File: config.mk
export PLATFORM = sky130hd
export DESIGN_NAME = writeback_arb
export DESIGN_NICKNAME = d
export VERILOG_FILES = /design/src/rtl/writeback_arb.sv
export SDC_FILE = /design/constraint.sdc
export NUM_CORES = 1
export LEC_CHECK = 0
export ABC_AREA = 1
export BUFFER_PORTS_ARGS = -buffer_cell sky130_fd_sc_hd__buf_2
export CAP_MARGIN = 20
export CORE_MARGIN = 5
export CORE_UTILIZATION = 30
export CTS_CLUSTER_DIAMETER = 150
export CTS_CLUSTER_SIZE = 30
export DETAILED_ROUTE_END_ITERATION = 16
export PLACE_DENSITY = 0.46
export SKIP_CTS_REPAIR_TIMING = 1
export SYNTH_ARGS = -nofsm -noshare
export SYNTH_HDL_FRONTEND = slang
export SYNTH_SLANG_ARGS = --single-unit
File: constraint.sdc
create_clock -name clk -period 3.4 [get_ports clk]
set_input_delay 0.17 -clock clk [delete_from_list [all_inputs] [get_ports clk]]
set_output_delay 0.17 -clock clk [all_outputs]
set_load 0.02 [all_outputs]
File: src/rtl/writeback_arb.sv
// Writeback arbiter: merges the in-order pipeline writeback with a small FIFO of
// late multi-cycle results onto one registered register-file write port.
module writeback_arb #(
    parameter int XLEN      = 32,
    parameter int DEPTH     = 4,
    parameter int NREG_BITS = 5
) (
    input  logic                 clk,
    input  logic                 rst_n,
    input  logic                 valid_WB,
    input  logic                 reg_write_WB,
    input  logic [NREG_BITS-1:0] rd_WB,
    input  logic [1:0]           result_set_WB,
    input  logic [2:0]           funct3_WB,
    input  logic [XLEN-1:0]      alu_result_WB,
    input  logic [XLEN-1:0]      mem_data_WB,
    input  logic [XLEN-1:0]      pcPlus4_WB,
    input  logic                 late_valid,
    input  logic [NREG_BITS-1:0] late_rd,
    input  logic [XLEN-1:0]      late_data,
    output logic                 late_ready,
    output logic                 stall_WB,
    output logic                 rf_we,
    output logic [NREG_BITS-1:0] rf_waddr,
    output logic [XLEN-1:0]      rf_wdata
);

    localparam int PW = $clog2(DEPTH);
    localparam int CW = PW + 1;

    logic [CW-1:0]        count;
    logic [PW-1:0]        wptr;
    logic [PW-1:0]        rptr;
    logic [DEPTH-1:0]     q_valid;
    logic [DEPTH-1:0]     q_kill;
    logic [NREG_BITS-1:0] q_rd   [DEPTH];
    logic [XLEN-1:0]      q_data [DEPTH];

    logic            full;
    logic            pipe_we;
    logic            push;
    logic            pop;
    logic            head_we;
    logic [1:0]      off;
    logic [7:0]      ld_byte;
    logic [15:0]     ld_half;
    logic [XLEN-1:0] load_data;
    logic [XLEN-1:0] wb_data;

    // Stall depends only on count and pipeline inputs, never on late_valid.
    assign full       = (count == CW'(DEPTH));
    assign late_ready = rst_n & ~full;
    assign stall_WB   = rst_n & full & valid_WB & reg_write_WB;

    assign pipe_we = valid_WB & reg_write_WB & (rd_WB != '0) & ~stall_WB;
    assign push    = late_valid & late_ready & (late_rd != '0);
    assign pop     = (count != '0) & ~pipe_we;
    assign head_we = pop & ~q_kill[rptr];

    assign off     = alu_result_WB[1:0];
    assign ld_byte = mem_data_WB[{off, 3'b000} +: 8];
    assign ld_half = mem_data_WB[{off[1], 4'b0000} +: 16];

    // NOTE: every always_comb output gets a default first so no path can infer a latch.
    always_comb begin
        load_data = mem_data_WB;
        case (funct3_WB)
            3'b000:  load_data = {{(XLEN-8){ld_byte[7]}}, ld_byte};
            3'b001:  load_data = {{(XLEN-16){ld_half[15]}}, ld_half};
            3'b100:  load_data = {{(XLEN-8){1'b0}}, ld_byte};
            3'b101:  load_data = {{(XLEN-16){1'b0}}, ld_half};
            default: load_data = mem_data_WB;
        endcase
    end

    always_comb begin
        wb_data = alu_result_WB;
        case (result_set_WB)
            2'b10:   wb_data = pcPlus4_WB;
            2'b01:   wb_data = load_data;
            default: wb_data = alu_result_WB;
        endcase
    end

    // NOTE: queue payload is not reset; q_valid and count alone decide what is live.
    always_ff @(posedge clk) begin
        if (push) begin
            q_rd[wptr]   <= late_rd;
            q_data[wptr] <= late_data;
        end
    end

    // NOTE: sequential state uses non-blocking assignments so all updates see pre-edge values.
    always_ff @(posedge clk) begin
        if (!rst_n) begin
            count    <= '0;
            wptr     <= '0;
            rptr     <= '0;
            q_valid  <= '0;
            q_kill   <= '0;
            rf_we    <= 1'b0;
            rf_waddr <= '0;
            rf_wdata <= '0;
        end else begin
            // A younger pipeline write supersedes any queued result for the same rd.
            if (pipe_we) begin
                for (int i = 0; i < DEPTH; i++) begin
                    if (q_valid[i] && (q_rd[i] == rd_WB))
                        q_kill[i] <= 1'b1;
                end
            end

            if (push) begin
                q_valid[wptr] <= 1'b1;
                q_kill[wptr]  <= pipe_we && (late_rd == rd_WB);
                wptr          <= wptr + 1'b1;
            end

            if (pop) begin
                q_valid[rptr] <= 1'b0;
                rptr          <= rptr + 1'b1;
            end

            case ({push, pop})
                2'b10:   count <= count + 1'b1;
                2'b01:   count <= count - 1'b1;
                default: count <= count;
            endcase

            if (pipe_we) begin
                rf_we    <= 1'b1;
                rf_waddr <= rd_WB;
                rf_wdata <= wb_data;
            end else if (head_we) begin
                rf_we    <= 1'b1;
                rf_waddr <= q_rd[rptr];
                rf_wdata <= q_data[rptr];
            end else begin
                rf_we    <= 1'b0;
            end
        end
    end

endmodule

==> qor.yml, run 1 <==
synth_mux_area_share_pct: 0
hold_viol: 6
yosysSeqAreaShare_pct: 54.4
drv_slew: 0
power_density_mw_per_mm2: 593
vdd_ir_drop_max_mv: 0.250
max-clock-path-buffers: 3
cts_sinks: 203
required_ps: 3780
place_congestion: 0.908
place_hpwl_um: 23900
period_share_pct: 68.7
core-area_mm2: 0.0335
grt-ovfl-total: 0
drtAntennaViolNets: 0
finish.instance_area_mm2: 0.0121
crit_type: "in2reg"
cts_root_buffer: "clkbuf_16"
hold_slack_ps: -33.9
cpPeakStageDelay_ps: 550
drt_iter0_drc: 480
fin_tns_setup_ps: 0
grt_max_degree: 72
synth_xor_area_share_pct: 1.63
synth.distinct_cells: 39
antenna_found_initial: 2
final_common_cell: "nand2_1"
final.setup_skew_ps: 26.7
synth_cells: 1180
relSlewSlack_pct: 43.5
end_kind: "register"
syn_to_final_growth_pct: 18.8
rr_worst_depth: 11
synth_simple_gate_area_share_pct: 22.8
p_clk_share_pct: 19.3
dpl_cell_area_mm2: 0.0114
cts_inserted_buffers: 10
dr_total_vias: 8588
clkLatencyLatePin_ps: 490
row_count: 67
portBuffers: 187
avgSynthCellArea_um2: 8.63
h-tree-depth: 1
ys_seq_elements: 203
setup_viol: 0
grt_pass1_wl_um: 51200
rsz0062_at_grt: "no"
routed_wl_um: 33500
synthFlopType: "edfxtp_1"
violations: "hold timing"
p_sw_share_pct: 39.9
cts_tree: "yes"
drc_errors: 0
synth_top_family_by_area: "simple AND/OR/NAND/NOR gates"
synth_fa_ha_area_share_pct: 1.55
async_flop_share_pct: 0
path_cells: "dlygate4sd3_1 > buf_2 > nor3_1 > nand3_1 > nand3_4 > ha_1 > inv_1 > fa_1 > a21oi_1 > o21ai_0 > o21ai_0 > a21oi_1"
clock.fmax_ghz: 0.428
via_per_inst: 4.73
worstPathArrival_ps: 2720
yosysWarnings: 0
dp_slack_ps: 1160
hold_path_class: "in2reg"
worst_pin_slew_ps: 847
p_switching_mw: 2.86
syn_area_mm2: 0.0102
outcome: "finished, violations left"
io_pins: 188
m1WireLength_um: 16100
die_h_um: 194
power_frac_seq_pct: 42.7
initial_core_util_pct: 30.4
clkSlewWorstSetupHoldPaths_ps: 130
grt_use_total_pct: 17.2
power.total_mw: 7.18
wl_met3_um: 2170
grt_pass1_vias: 8208
synthesis.nets: 1340
dieArea_mm2: 0.0377
first_pass_iters: 5
setup_slack_ps: 1070
wl_per_cell_um: 18.5
min_period_ps: 2330
whs_path_depth: 3
power_leakage_nw: 5.11
highest_layer: "met5"
die_w_um: 194
power_frac_comb_pct: 38.0
p_int_mw: 4.32
worstPathMaxFanout: 10
drive_gt1_share_pct: 18.8
synth_edf_count: 148
worst_path_max_delay_cell: "dlygate4sd3_1"
cp-start-kind: "input port"
final_cell_mix: "nand2_1 (334), buf_2 (187), edfxtp_1 (148)"
synth_compound_area_share_pct: 12.5
drv_cap: 0
finalNetCount: 1521
met2_length_um: 14600
cell usage after synthesis, types with 5 or more instances:
cell type	count	area, µm²
a21oi_1	142	711
buf_2	28	140
buf_4	14	105
buf_6	7	78.8
clkbuf_1	21	78.8
dfxtp_1	55	1100
edfxtp_1	148	4440
ha_1	11	138
inv_1	65	244
inv_2	16	60.1
nand2_1	334	1250
nand2_4	5	56.3
nand3_1	46	230
nand4_1	18	113
nor2_1	128	480
o211ai_1	7	52.6
o21ai_0	65	325
o21ai_1	18	90.1
o22ai_1	7	43.8
xnor2_1	9	78.8
xor2_1	10	87.6
power by group through the flow:
stage | clock network [mW] | logic [mW] | registers [mW]
after detailed placement | 0 | 2.71 | 3.13
after global placement | 0 | 2.71 | 3.13
final | 1.38 | 2.73 | 3.06
after global routing | 1.53 | 3.05 | 3.10
after floorplan | 0 | 1.64 | 3.25
after CTS | 1.44 | 2.72 | 3.07
final timing paths:
check	startpoint	to	slack (ps)
setup / recovery	late_rd[2]	count[2]$_SDFFE_PN0P_	1070
hold / removal	alu_result_WB[20]	rf_wdata[20]$_SDFFE_PN0P_	-30
setup reg to reg	count[2]$_SDFFE_PN0P_	count[2]$_SDFFE_PN0P_	1170
hold reg to reg	rf_waddr[0]$_SDFFE_PN0P_	rf_waddr[0]$_SDFFE_PN0P_	480
registers in the layout, indices dropped and copies added, names as in the netlist, named ones only:
signal / count
q_data: 128
rf_wdata: 32
q_rd: 20
rf_waddr: 5
q_kill: 4
q_valid: 4
count: 3
rptr: 2
wptr: 2
rf_we: 1
area by class of cell:
class,count,area (µm²)
antenna,1,2.50
clock buffer,15,290
clock inverter,1,8.76
fill,3583,21400
inverter,82,310
multi-input combinational,824,3950
sequential,203,5550
tap,448,561
timing repair buffer,240,1430
per-layer routing:
layer	track usage, %	vias to the layer above
met3	3.61	36
met1	24.8	3970
li1	-	4280
met2	27.0	298
met5	0	-
met4	3.10	4
cell families (layout without fill, tap and decap cells):
kind of cell	Yosys count	after routing
AND/OR/NAND/NOR	549	549
AO/OA/AOI/OAI	244	244
flip-flops	203	203
buffers and inverters	153	338
XOR/XNOR	19	19
adder cells (fa/ha/maj)	12	12
other	0	1
per-stage QoR:
stage | hold slack (ps) | instances | util [%]
after floorplan | 269 | 1180 | -
after global placement | 389 | 1759 | 34.1
after detailed placement | 387 | 1759 | 34.1
after CTS | -108 | 1775 | 34.9
after global routing | 0.860 | 1813 | 36.1
final | -33.9 | 1814 | 36.1
worst max-delay path: cells and delay by family:
family                   cells  cell delay (ps)
AO/OA/AOI/OAI                4              440
adder cells (fa/ha/maj)      2              550
AND/OR/NAND/NOR              3              750
buffers and inverters        3              780
No activity file was read; power rests on OpenSTA's default activity.
==> run 2: changes to the inputs <==
ABC_AREA = 0   (was 1)
PLACE_DENSITY = 0.47   (was 0.46)
clock period = 2.2 ns   (was 3.4 ns; I/O delays follow)
==> run 2 against run 1 <==
The flow finishes with violations (hold timing, setup timing). Final cell count decreased by 26%. Worst hold slack improved by 14 ps. Sequential share of layout area increased by 1.2 points. Via count decreased by 19%. Setup slack got worse by 1200 ps. Clock power increased by 55%. Sequential cell count unchanged.
==> qor.yml, run 2 <==
outcome: "finished, violations left"  # unchanged
violations: "hold timing, setup timing"  # was hold timing
max-clock-path-buffers: 3  # unchanged
yosysSeqAreaShare_pct: 60.4  # was 54.4%
final_common_cell: "buf_2"  # was nand2_1
cpPeakStageDelay_ps: 550  # about the same
finalNetCount: 1102  # was 1521
syn_area_mm2: 0.00917  # was 0.0102 mm²
cp-startpoint: "count[1]$_SDFFE_PN0P_"  # was late_rd[2]
r2r_start: "count[1]$_SDFFE_PN0P_"  # was count[2]$_SDFFE_PN0P_
rr_worst_depth: 9  # was 11
cts_inserted_buffers: 10  # unchanged
period_share_pct: 105
drv_slew: 0  # unchanged
grt_use_total_pct: 17.1  # was 17.2%
synthesis.nets: 848  # was 1340
dpl_cell_area_mm2: 0.0110  # was 0.0114 mm²
hold_slack_ps: -20.3  # was -33.9 ps
synth.distinct_cells: 53  # was 39
path_buf_inv: 1  # was 3
end_kind: "register"  # unchanged
grt_pass1_vias: 6832  # was 8208
grt_max_degree: 54  # was 72
dp.cells: 1275  # was 1759
synth_cells: 688  # was 1180
die_w_um: 185  # was 194 µm
first_pass_iters: 5  # unchanged
clkSlewWorstSetupHoldPaths_ps: 120  # was 130 ps
ys_top_cells_by_count: "edfxtp_1 (148), nand2_1 (59), dfxtp_1 (55)"  # was nand2_1 (334), edfxtp_1 (148), a21oi_1 (142)
yosysMostFrequentCell: "edfxtp_1"  # was nand2_1
drt_iter0_drc: 502  # was 480
largest_register_ffs: 128  # unchanged
worst_pin_slew_ps: 485  # was 847 ps
cp_top_family: "simple AND/OR/NAND/NOR gates"  # was buffers and inverters
regMostFlops: "q_data"  # unchanged
syn_to_final_growth_pct: 28.7  # was 18.8%
synth_area_leader_cell: "edfxtp_1"  # unchanged
drtAntennaViolNets: 0  # unchanged
power.total_mw: 10.8  # was 7.18 mW
clkLatencyLatePin_ps: 480  # was 490 ps
dp_slack_ps: -124  # was 1160 ps
place_hpwl_um: 22700  # was 23900 µm
reg2reg_to: "count[2]$_SDFFE_PN0P_"  # unchanged
relSlewSlack_pct: 66.8  # was 43.5%
worstPathMaxFanout: 3  # was 10
clock.fmax_ghz: 0.433
wl_per_cell_um: 22.8  # was 18.5 µm
path_cells: "or4bb_4 > o211a_4 > nor2_4 > ha_4 > inv_2 > fa_2 > xor2_1 > or3_1 > a21oi_1"  # was dlygate4sd3_1 > buf_2 > nor3_1 > nand3_1 > nand3_4 > ha_1 > inv_1 > fa_1 > a21oi_1 > o21ai_0 > o21ai_0 > a21oi_1
worstPathArrival_ps: 2730  # was 2720 ps
drive_gt1_share_pct: 32.8  # was 18.8%
fillers: 2965  # was 3583
cts_sinks: 203  # unchanged
io_pins: 188  # unchanged
rsz0062_at_grt: "yes"  # was no
routed_wl_um: 30700  # was 33500 µm
avgSynthCellArea_um2: 13.3  # was 8.63 µm²
min_period_ps: 2310
layoutNonFillerInstCount: 1347  # was 1814
core-area_mm2: 0.0304  # was 0.0335 mm²
vdd_ir_drop_max_mv: 0.408  # was 0.250 mV
dieArea_mm2: 0.0342  # was 0.0377 mm²
endpoint: "count[2]$_SDFFE_PN0P_"  # unchanged
h-tree-depth: 1  # unchanged
hold_viol: 4  # was 6
async_flop_share_pct: 0  # unchanged
required_ps: 2620  # was 3780 ps
initial_core_util_pct: 30.1  # was 30.4%
regArea_mm2: 0.00555  # about the same
yosysWarnings: 0  # unchanged
synth.area.top_cells: "edfxtp_1 (48%), dfxtp_1 (12%), mux4_2 (9.6%), nand2_1 (2.4%), a221oi_1 (1.9%)"  # was edfxtp_1 (44%), nand2_1 (12%), dfxtp_1 (11%), a21oi_1 (7.0%), nor2_1 (4.7%)
portBuffers: 187  # unchanged
top_regs: "q_data: 128 flops, rf_wdata: 32 flops, q_rd: 20 flops"  # unchanged
power_leakage_nw: 4.31  # was 5.11 nW
ys_seq_elements: 203  # unchanged
cp-start-kind: "register"  # was input port
die_h_um: 185  # was 194 µm
worst_path_max_delay_cell: "or4bb_4"  # was dlygate4sd3_1
dr_total_vias: 6938  # was 8588
synthFlopType: "edfxtp_1"  # unchanged
synth_edf_count: 148  # unchanged
drc_errors: 0  # unchanged
r2r_setup_slack_ps: -110  # was 1170 ps
grt_pass1_wl_um: 43800  # was 51200 µm
drv_cap: 0  # unchanged
final_cell_mix: "buf_2 (187), edfxtp_1 (148), nand2_1 (58)"  # was nand2_1 (334), buf_2 (187), edfxtp_1 (148)
row_count: 64  # was 67
place_congestion: 0.834  # was 0.908
cp.depth: 9  # was 12
power_density_mw_per_mm2: 915  # was 593 mW/mm²
cts_tree: "yes"  # unchanged
crit_type: "reg2reg"  # was in2reg
yosysTopAreaCellShare_pct: 48.4  # was 43.6%
hold_path_class: "in2reg"  # unchanged
grt-ovfl-total: 0  # unchanged
cts_root_buffer: "clkbuf_16"  # unchanged
final.setup_skew_ps: 23.2  # was 26.7 ps
via_per_inst: 5.15  # was 4.73
finish.instance_area_mm2: 0.0118  # was 0.0121 mm²
antenna_found_initial: 8  # was 2
setup_viol: 1  # was 0
multi_input_area_mm2: 0.00339  # was 0.00395 mm²
setup_slack_ps: -108  # was 1070 ps
run 2: changes by cell type after synthesis, moves of 16 or more:
cell and change:
a21oi_1 -120, a221oi_1 +20, and3_1 +23, inv_1 -48
inv_2 -16, mux4_2 +39, nand2_1 -275, nand3_1 -25
nor2_1 -110, o21ai_0 -31, o21ai_1 -18
run 2: kinds of logic after synthesis:
family | count (synthesis) | synth area share (%)
flip-flops | 203 | 60.4
AND/OR/NAND/NOR | 169 | 9.11
AO/OA/AOI/OAI | 157 | 11.9
buffers and inverters | 67 | 3.18
multiplexers | 52 | 11.0
XOR/XNOR | 28 | 2.67
adder cells (fa/ha/maj) | 12 | 1.72
run 2: worst min path at each step:
stage	from	to	slack, ps	cells after the start
finish	alu_result_WB[16]	rf_wdata[16]$_SDFFE_PN0P_	-20	3
global route	alu_result_WB[3]	rf_wdata[3]$_SDFFE_PN0P_	3	3
CTS	late_data[24]	q_data[2][24]$_DFFE_PP_	-160	1
detailed placement	late_data[9]	q_data[3][9]$_DFFE_PP_	330	1
global placement	late_data[11]	q_data[2][11]$_DFFE_PP_	330	1
floorplan	late_data[0]	q_data[0][0]$_DFFE_PP_	210	0
run 2: report_power, final:
group / leakage (nW) / internal (mW) / switching, mW / total [mW]
clock: 0.145 / 0.941 / 1.20 / 2.14
sequential: 1.80 / 4.55 / 0.280 / 4.83
combinational: 2.36 / 1.71 / 2.12 / 3.83
total: 4.31 / 7.20 / 3.60 / 10.8
run 2: tightest hold or removal path, delay by kind of cell:
family | cells | cell delay (ps)
compound gates | 2 | 220
buf+inv | 1 | 100
run 2: per-stage QoR:
stage,TNS (ps),hold WS [ps],utilization [%]
CTS,-111,-165,37.1
detailed placement,-124,334,36.1
floorplan,-242,209,-
global route,-263,3.24,38.8
global placement,-119,331,36.1
finish,-108,-20.3,38.8
run 2: cell type report:
cell class	count	area share, %
inverters	18	0.572
flip-flops and latches	203	47.0
clock inverters	1	0.0742
multi-input cells	418	28.7
clock buffers	15	2.46
diodes	5	0.106
well taps	396	4.20
repair buffers	291	16.9
run 2: layer usage:
layer | vias up | track usage [%] | share of wire, %
li1 | 3209 | - | -
met1 | 3452 | 24.8 | 45
met2 | 235 | 27.3 | 47
met3 | 36 | 2.59 | 5.4
met4 | 6 | 4.02 | 1.7
met5 | - | 0 | 0.11
==> run 3: changes to the inputs <==
RECOVER_POWER = 25   (was default)
==> run 3 against run 2 <==
The flow still finishes with violations (hold timing, setup timing). Clock power about the same. Clock skew about the same. Global-route usage unchanged. Non-clock buffer count unchanged. Design area decreased by 0.24%. Final cell count about the same. Wire length about the same. Via count decreased by 0.46%.
==> qor.yml, run 3 (synthesis gave the netlist of run 2 again) <==
end_kind: "register"  # unchanged
crit_type: "reg2reg"  # unchanged
power_leakage_nw: 4.24  # was 4.31 nW
cts_root_buffer: "clkbuf_16"  # unchanged
drtAntennaViolNets: 0  # unchanged
min-delay-start: "alu_result_WB[16]"  # unchanged
drt_iter0_drc: 533  # was 502
vdd_ir_drop_max_mv: 0.410  # was 0.408 mV
max-clock-path-buffers: 3  # unchanged
rr_worst_depth: 9  # unchanged
grt_use_total_pct: 17.1  # unchanged
worstPathMaxFanout: 3  # unchanged
clock.fmax_ghz: 0.433  # about the same
min_period_ps: 2310  # about the same
final_common_cell: "buf_2"  # unchanged
required_ps: 2620  # about the same
cts_inserted_buffers: 10  # unchanged
power_density_mw_per_mm2: 916  # was 915 mW/mm²
core-area_mm2: 0.0304  # unchanged
worst_pin_slew_ps: 488  # was 485 ps
wl_per_cell_um: 22.8  # about the same
routed_wl_um: 30700  # about the same
grt_pass1_wl_um: 43800  # unchanged
largest_register_ffs: 128  # unchanged
hold_slack_ps: -21.3  # was -20.3 ps
grt_pass1_vias: 6832  # unchanged
cp-start-kind: "register"  # unchanged
hold_viol: 4  # unchanged
r2r_start: "count[1]$_SDFFE_PN0P_"  # unchanged
setup_viol: 1  # unchanged
syn_to_final_growth_pct: 28.4  # was 28.7%
p_int_mw: 7.19  # was 7.20 mW
io_pins: 188  # unchanged
power_frac_comb_pct: 35.4  # was 35.5%
drive_gt1_share_pct: 30.1  # was 32.8%
row_count: 64  # unchanged
die_w_um: 185  # unchanged
dieArea_mm2: 0.0342  # unchanged
p_clk_share_pct: 19.9  # was 19.8%
grt_max_degree: 54  # unchanged
final_cell_mix: "buf_2 (162), edfxtp_1 (148), nand2_1 (58)"  # was buf_2 (187), edfxtp_1 (148), nand2_1 (58)
grt-ovfl-total: 0  # unchanged
initial_core_util_pct: 30.1  # unchanged
clkLatencyLatePin_ps: 480  # about the same
fin_tns_setup_ps: -108  # about the same
dr_total_vias: 6906  # was 6938
die_h_um: 185  # unchanged
period_share_pct: 105  # about the same
h-tree-depth: 1  # unchanged
worstPathArrival_ps: 2730  # about the same
final.setup_skew_ps: 23.0  # was 23.2 ps
clkSlewWorstSetupHoldPaths_ps: 120  # about the same
drv_cap: 0  # unchanged
relSlewSlack_pct: 66.6  # was 66.8%
violations: "hold timing, setup timing"  # unchanged
setup_slack_ps: -108  # about the same
whs_path_depth: 3  # unchanged
regMostFlops: "q_data"  # unchanged
hold_path_class: "in2reg"  # unchanged
antenna_found_initial: 8  # unchanged
cts_tree: "yes"  # unchanged
p_sw_share_pct: 33.3  # was 33.4%
drc_errors: 0  # unchanged
finish.instance_area_mm2: 0.0118  # about the same
dpl_cell_area_mm2: 0.0110  # unchanged
reg2reg_to: "count[2]$_SDFFE_PN0P_"  # unchanged
top_regs: "q_data: 128 flops, rf_wdata: 32 flops, q_rd: 20 flops"  # unchanged
place_congestion: 0.834  # unchanged
first_pass_iters: 5  # unchanged
p_switching_mw: 3.59  # was 3.60 mW
via_per_inst: 5.12  # was 5.15
power_frac_seq_pct: 44.8  # was 44.7%
outcome: "finished, violations left"  # unchanged
finalNetCount: 1102  # unchanged
drv_slew: 0  # unchanged
r2r_setup_slack_ps: -110  # about the same
place_hpwl_um: 22700  # unchanged
cts_sinks: 203  # unchanged
portBuffers: 187  # unchanged
power.total_mw: 10.8  # about the same
hold_end: "rf_wdata[16]$_SDFFE_PN0P_"  # unchanged
rsz0062_at_grt: "yes"  # unchanged
[run 3: cell types whose count changed in the layout (fill, tap and decap cells not counted)]
cell | before | now
clkbuf_1 | 4 | 29
diode_2 | 5 | 6
buf_2 | 187 | 162
[run 3: critical path: stages (launching register included)]
cell	delay [ps]
dfxtp_2	350
or4bb_4	550
o211a_4	170
nor2_4	110
ha_4	150
inv_2	30
fa_2	330
xor2_1	150
or3_1	300
a21oi_1	120
[run 3: metrics by stage]
step	util (%)	cells	worst slack, ps
after floorplan	-	688	-183
after global placement	36.1	1275	-119
after detailed placement	36.1	1275	-124
after CTS	37.1	1291	-111
after global routing	38.7	1347	-187
final	38.7	1348	-108
[run 3: final cells by class]
cell class,count,area [µm²]
antenna,6,15.0
clock buffer,15,290
clock inverter,1,8.76
fill,2975,18700
inverter,18,67.6
multi-input combinational,418,3390
sequential,203,5550
tap,396,495
timing repair buffer,291,1960
[run 3: metal layers]
metal	global-route usage [%]	wire [µm]
met1	24.8	13900
met2	27.3	14600
met3	2.59	1640
met4	4.02	537
met5	0	25
[run 3: power groups by stage]
| stage | Clock, mW | Sequential, mW | Combinational (mW) |
|---|---|---|---|
| floorplan | 0 | 5.12 | 2.04 |
| global placement | 0 | 4.92 | 3.79 |
| detailed placement | 0 | 4.92 | 3.81 |
| CTS | 2.22 | 4.84 | 3.82 |
| global route | 2.37 | 4.89 | 4.15 |
| finish | 2.14 | 4.83 | 3.81 |
[run 3: how the worst max path moves through the flow]
stage	slack, ps	to	from
floorplan	-180	count[2]$_SDFFE_PN0P_	count[1]$_SDFFE_PN0P_
CTS	-110	count[2]$_SDFFE_PN0P_	count[1]$_SDFFE_PN0P_
finish	-110	count[2]$_SDFFE_PN0P_	count[1]$_SDFFE_PN0P_
detailed placement	-120	count[2]$_SDFFE_PN0P_	late_rd[1]
global route	-190	count[2]$_SDFFE_PN0P_	count[1]$_SDFFE_PN0P_
global placement	-120	count[2]$_SDFFE_PN0P_	late_rd[1]
